$ cat src/rtl/apb_arb_pkg.sv
// rtl/apb_arb_pkg.sv - shared types and constants for the APB request arbiter
package apb_arb_pkg;

    localparam int ADDR_W      = 9;
    localparam int DATA_W      = 8;
    localparam int TIMEOUT_DEF = 64;

    typedef enum logic [1:0] {
        IDLE = 2'd0,
        XFER = 2'd1,
        RESP = 2'd2
    } arb_state_e;

endpackage

$ cat src/rtl/rr_picker.sv
// rtl/rr_picker.sv - combinational round-robin priority encoder starting at ptr
module rr_picker #(
    parameter  int NREQ = 4,
    localparam int IW   = $clog2(NREQ)
) (
    input  logic [NREQ-1:0] req,
    input  logic [IW-1:0]   ptr,
    output logic [NREQ-1:0] gnt,
    output logic [IW-1:0]   idx,
    output logic            any
);

    logic [IW-1:0] cand;

    // Walk from the farthest slot back toward ptr so the nearest requester wins.
    always_comb begin
        idx  = '0;
        cand = '0;
        for (int k = NREQ - 1; k >= 0; k--) begin
            cand = IW'((int'(ptr) + k) % NREQ);
            if (req[cand]) begin
                idx = cand;
            end
        end
    end

    always_comb begin
        gnt = '0;
        if (any) begin
            gnt[idx] = 1'b1;
        end
    end

    assign any = |req;

endmodule

$ cat src/rtl/apb_req_arbiter.sv
// rtl/apb_req_arbiter.sv - round-robin sequencer sharing one APB master among NREQ requesters
module apb_req_arbiter
    import apb_arb_pkg::*;
#(
    parameter int NREQ    = 4,
    parameter int TIMEOUT = TIMEOUT_DEF,
    parameter int TW      = 8
) (
    input  logic                     CLK,
    input  logic                     RST_N,
    input  logic [NREQ-1:0]          REQ_VALID,
    input  logic [NREQ-1:0]          REQ_WRITE,
    input  logic [NREQ*ADDR_W-1:0]   REQ_ADDR,
    input  logic [NREQ*DATA_W-1:0]   REQ_WDATA,
    output logic [NREQ-1:0]          REQ_READY,
    output logic [NREQ-1:0]          RSP_VALID,
    output logic [DATA_W-1:0]        RSP_RDATA,
    output logic                     RSP_ERR,
    output logic                     TX,
    output logic [ADDR_W-1:0]        APB_SLV_PADDR,
    output logic [DATA_W-1:0]        APB_PWDATA,
    output logic                     APB_SWRITE,
    input  logic                     PSEL_ANY,
    input  logic                     PEN,
    input  logic                     PREADY,
    input  logic                     PSLVERR,
    input  logic [DATA_W-1:0]        PRDATA
);

    localparam int IW = $clog2(NREQ);

    arb_state_e        state_q, state_d;
    logic [IW-1:0]     rr_ptr_q, rr_ptr_d, idx_q, idx_d;
    logic [TW-1:0]     cnt_q, cnt_d;
    logic [ADDR_W-1:0] addr_q, addr_d, addr_sel;
    logic [DATA_W-1:0] wdata_q, wdata_d, wdata_sel;
    logic              write_q, write_d;
    logic [NREQ-1:0]   ready_q, ready_d;
    logic [DATA_W-1:0] rdata_q, rdata_d;
    logic              err_q, err_d;

    logic [NREQ-1:0]   pick_gnt;
    logic [IW-1:0]     pick_idx;
    logic              pick_any;
    logic              done, stall, expire;

    rr_picker #(.NREQ(NREQ)) u_picker (
        .req (REQ_VALID),
        .ptr (rr_ptr_q),
        .gnt (pick_gnt),
        .idx (pick_idx),
        .any (pick_any)
    );

    always_comb begin
        addr_sel  = '0;
        wdata_sel = '0;
        for (int i = 0; i < NREQ; i++) begin
            if (pick_idx == IW'(i)) begin
                addr_sel  = REQ_ADDR[i*ADDR_W +: ADDR_W];
                wdata_sel = REQ_WDATA[i*DATA_W +: DATA_W];
            end
        end
    end

    assign done   = PSEL_ANY & PEN & PREADY;
    assign stall  = PSEL_ANY & PEN & ~PREADY;
    // PREADY is checked first, so a response on the threshold cycle is a normal completion.
    assign expire = stall & (cnt_q == TW'(TIMEOUT - 1));

    always_comb begin
        state_d  = state_q;
        rr_ptr_d = rr_ptr_q;
        idx_d    = idx_q;
        cnt_d    = cnt_q;
        addr_d   = addr_q;
        wdata_d  = wdata_q;
        write_d  = write_q;
        ready_d  = '0;
        rdata_d  = rdata_q;
        err_d    = err_q;
        case (state_q)
            IDLE: begin
                if (pick_any) begin
                    addr_d  = addr_sel;
                    wdata_d = wdata_sel;
                    write_d = REQ_WRITE[pick_idx];
                    idx_d   = pick_idx;
                    ready_d = pick_gnt;
                    state_d = XFER;
                end
            end
            XFER: begin
                if (done) begin
                    rdata_d = write_q ? '0 : PRDATA;
                    err_d   = PSLVERR;
                    state_d = RESP;
                end else if (expire) begin
                    rdata_d = '0;
                    err_d   = 1'b1;
                    state_d = RESP;
                end else if (stall) begin
                    cnt_d = cnt_q + TW'(1);
                end
            end
            RESP: begin
                rr_ptr_d = (idx_q == IW'(NREQ - 1)) ? '0 : idx_q + IW'(1);
                cnt_d    = '0;
                state_d  = IDLE;
            end
            default: state_d = IDLE;
        endcase
    end

    always_ff @(posedge CLK or negedge RST_N) begin
        if (!RST_N) begin
            state_q  <= IDLE;
            rr_ptr_q <= '0;
            idx_q    <= '0;
            cnt_q    <= '0;
            addr_q   <= '0;
            wdata_q  <= '0;
            write_q  <= 1'b0;
            ready_q  <= '0;
            rdata_q  <= '0;
            err_q    <= 1'b0;
        end else begin
            state_q  <= state_d;
            rr_ptr_q <= rr_ptr_d;
            idx_q    <= idx_d;
            cnt_q    <= cnt_d;
            addr_q   <= addr_d;
            wdata_q  <= wdata_d;
            write_q  <= write_d;
            ready_q  <= ready_d;
            rdata_q  <= rdata_d;
            err_q    <= err_d;
        end
    end

    always_comb begin
        RSP_VALID = '0;
        if (state_q == RESP) begin
            RSP_VALID[idx_q] = 1'b1;
        end
    end

    assign RSP_RDATA     = (state_q == RESP) ? rdata_q : '0;
    assign RSP_ERR       = (state_q == RESP) & err_q;
    assign TX            = (state_q == XFER);
    assign REQ_READY     = ready_q;
    assign APB_SLV_PADDR = addr_q;
    assign APB_PWDATA    = wdata_q;
    assign APB_SWRITE    = write_q;

endmodule

$ cat config.mk
export PLATFORM = sky130hd
export DESIGN_NAME = apb_req_arbiter
export DESIGN_NICKNAME = d
export VERILOG_FILES = /design/src/rtl/apb_arb_pkg.sv /design/src/rtl/rr_picker.sv /design/src/rtl/apb_req_arbiter.sv
export SDC_FILE = /design/constraint.sdc
export NUM_CORES = 1
export LEC_CHECK = 0
export CAP_MARGIN = 20
export CORE_ASPECT_RATIO = 2
export CORE_UTILIZATION = 35
export DETAILED_ROUTE_END_ITERATION = 7
export PLACE_DENSITY = 0.73
export SYNTH_ARGS = -nofsm -noshare
export SYNTH_HDL_FRONTEND = slang
export SYNTH_SLANG_ARGS = --single-unit
$ cat constraint.sdc
create_clock -name CLK -period 1.6 [get_ports CLK]
set_input_delay 0.16 -clock CLK [delete_from_list [all_inputs] [get_ports CLK]]
set_output_delay 0.16 -clock CLK [all_outputs]
set_load 0.005 [all_outputs]
==> impl_metrics.ini <==
[critical_path]
cp.required_ns = 1.74
r2r_slack_ns = -0.17
cp_max_fo = 11
critical_path.top_delay_family = compound AO/OA/AOI/OAI gates
regToRegStartpoint = rr_ptr_q[1]$_DFFE_PN0P_
max_stage_delay_ns = 0.45
critical_path_class = reg -> reg
crit_slowest_cell = dfrtp_2
startpoint_type = flop
critPathArrivalTime_ns = 1.91
end_kind = flop
crit_chain = buf_6 -> a21oi_2 -> o21ai_2 -> o2bb2a_4 -> buf_12 -> mux2i_2 -> o221ai_1
cp_num_cells = 7
worst_r2r_path_depth = 7
cp_num_buf_inv = 2
regToRegEndpoint = APB_PWDATA[0]$_DFFE_PN0P_

[yosys]
synth_area_mm2 = 0.00248
synth-edff-count = 0
yosysTopAreaCell = dfrtp_1
synth_cell_types = 34
syn-num-nets = 337
synthCells = 242
ys_ff_latch = 45
async_reset_ff_share_pct = 100
synth_ff_type = dfrtp_1
synthTopCellsByArea = dfrtp_1 (45%), mux2i_1 (15%), o221ai_1 (6.4%)
yosysWarnings = 0
avgSynthCellArea_um2 = 10.2
seq_area_frac_synth_pct = 45.5
netlist.area_leader.share_pct = 45.5

[clock_network]
cts_tree = yes
clk_pin_slew_worst_paths_ns = 0.06
ctsRootBufferMaster = clkbuf_16
cts.path.max_buffers = 2
cts_max_level = 2
clk-insertion-delay-late_ns = 0.28
cts_sinks = 45
cts_buffers = 5

[cells_and_area]
multiInputGateArea_mm2 = 0.00152
layout-drive-gt1-share_pct = 32.0
final_util_pct = 68.6
nets = 510
syn2layout_area_growth_pct = 90.9
seq_area_mm2 = 0.00113
final_area_mm2 = 0.00473
num_antenna_cells = 0
fill_cells = 575

[global_route]
grtUsageMet3_pct = 4.90
grt_pass1_wl_mm = 13.1
gr-usage-met2_pct = 43.5
antenna_found_initial = 0
grt_use_total_pct = 24.2
grtUsageMet1_pct = 24.4
grt_pass1_vias = 2770
top_usage_layer = met2
grt_max_degree = 23
grt_overflow = 0

[sta]
max-slew-margin-rel_pct = 68.1
finalMaxSlewViolations = 0
clock.fmax_mhz = 566
period_needed_ns = 1.77
worst_pin_slew_ns = 0.478
setup_viol = 30
fin_crit_sh_pct = 110
clock_skew_ns = 0.00393
setup_ws_ns = -0.167
hold_violations = 0
rsz0062_at_grt = yes

[pwr]
finalPower_mw = 6.31
peakVddDrop_mv = 0.779
powerDensity_mw_per_mm2 = 1330
p_leak_nw = 2.07

[placed_design]
post-dp-hpwl_mm = 6.10
port_buffers = 125
gp_congestion = 0.799
postPlaceCellArea_mm2 = 0.00404

[die]
dieArea_mm2 = 0.00744
core_mm2 = 0.00689
initial_core_util_pct = 36.0
num_rows = 43
dieWidth_um = 61.5
io_pins = 126
die_h_um = 121

[detailed_routing]
drtIter0Drc = 123
postRouteAntennaNets = 0
dr_total_vias = 2598
firstDrtPassIters = 4
wl_mm = 8.85
viasPerCell = 5.13
drcViolationCount = 0
wl_per_cell_um = 17.5

[outcome]
status = finished, violations left
violations = negative setup slack

[flow_run]
cap_violations = 0

[min_path]
hp-class = in -> async
[synth_stat cells, types with 2 or more instances]
master	number
nand2_1	40
and3_1	4
xor2_1	5
inv_1	6
ha_1	5
mux2i_1	37
nand2b_1	2
nor3_1	2
nand4_1	2
o21ai_0	10
buf_6	5
o221ai_1	18
a22o_1	3
a21oi_1	3
clkbuf_1	7
nor2b_1	2
nand3_1	3
dfrtp_1	45
and2_1	15
nor2_1	14
[worst reg2reg max path, stage by stage, from the launching register on]
cell and delay [ns]:
dfrtp_2 0.45, buf_6 0.14, a21oi_2 0.12, o21ai_2 0.06, o2bb2a_4 0.28, buf_12 0.18, mux2i_2 0.25, o221ai_1 0.16
[routing by layer]
metal  vias up  share of wire, %
met3        33               4.8
li1       1209                 -
met5         -                 0
met1      1260                35
met2        96                56
met4         0               4.5
[report_power, final]
part,internal (mW),total (mW),leakage (nW),switching [mW]
combinational,1.97,3.39,1.42,1.43
clock,0.662,1.09,0.0799,0.427
sequential,1.55,1.83,0.578,0.276
[worst max path at each step]
stage	slack [ns]	end	start
global placement	-0.27	APB_SLV_PADDR[4]$_DFFE_PN0P_	REQ_VALID[3]
global route	-0.22	APB_PWDATA[7]$_DFFE_PN0P_	rr_ptr_q[1]$_DFFE_PN0P_
finish	-0.17	APB_PWDATA[0]$_DFFE_PN0P_	rr_ptr_q[1]$_DFFE_PN0P_
detailed placement	-0.36	APB_PWDATA[0]$_DFFE_PN0P_	REQ_VALID[0]
floorplan	-0.01	rdata_q[0]$_DFFE_PN0P_	cnt_q[0]$_DFFE_PN0P_
CTS	-0.12	APB_PWDATA[0]$_DFFE_PN0P_	rr_ptr_q[1]$_DFFE_PN0P_
[state kept, by name (all words and copies together) (netlist names), 2 cells and up]
signal	count
rr_ptr_q	2
APB_SLV_PADDR	9
REQ_READY	4
rdata_q	8
APB_PWDATA	8
idx_q	2
state_q	2
cnt_q	8
[layout by cell type (no fill, tap or decap), types with 2 or more instances in the layout]
cell             netlist  routed
clkdlybuf4s50_1        0     109
dfrtp_1               45      44
nand2_1               40      40
buf_4                  1      30
buf_6                  5      24
mux2i_1               37      23
nor2_1                14      12
o221ai_2               0      11
mux2i_2                0      10
and2_4                 0      10
o21ai_0               10       9
o221ai_1              18       7
clkbuf_16              0       6
buf_2                  1       6
inv_1                  6       5
and2_1                15       5
xor2_1                 5       5
and3_1                 4       4
mux2i_4                0       4
ha_1                   5       4
or4_4                  1       3
a22o_1                 3       3
buf_12                 0       3
a21oi_2                0       2
o21ai_2                1       2
nor2_2                 0       2
nand2b_1               2       2
nand3_2                0       2
nand4_1                2       2
clkbuf_8               0       2
dlymetal6s2s_1         0       2
[layout make-up]
type                       instances  area share [%]
sequential                        45            23.8
clock inverter                     1           0.106
tap                               90            2.38
timing repair buffer             178            37.6
multi-input combinational        178            32.1
clock buffer                       7            3.23
inverter                           7           0.662
[kinds of logic after synthesis]
group                      after synthesis  share of synthesized area [%]
AOI/OAI and AO/OA                       40                           13.2
xor gates and xnor gates                 6                           2.12
adders and majority gates                5                           2.53
buffers and inverters                   21                           4.90
DFF                                     45                           45.5
muxes                                   37                           15.0
and+or+nand+nor                         88                           16.8
[metrics by stage]
| stage | instances | setup slack [ns] | hold WS [ns] | TNS (ns) |
|---|---|---|---|---|
| finish | 506 | -0.167 | 0.393 | -2.50 |
| global placement | 475 | -0.274 | 0.124 | -7.25 |
| detailed placement | 475 | -0.360 | 0.145 | -9.26 |
| floorplan | 242 | -0.0130 | -0.136 | -0.0649 |
| global route | 506 | -0.220 | 0.443 | -4.58 |
| CTS | 499 | -0.123 | 0.395 | -1.97 |
[what timing repair did]
| item | in CTS | in global routing |
|---|---|---|
| gates resized for setup | 107 | 38 |
| pin swaps | 17 | 7 |
| hold buffers | 1 | 0 |
| setup buffers | 11 | 6 |
| endpoints found under the setup margin | 45 | 46 |
| hold endpoints to repair | 18 | 0 |
| gates cloned | 4 | 2 |
(Power assumes the default switching activity.)
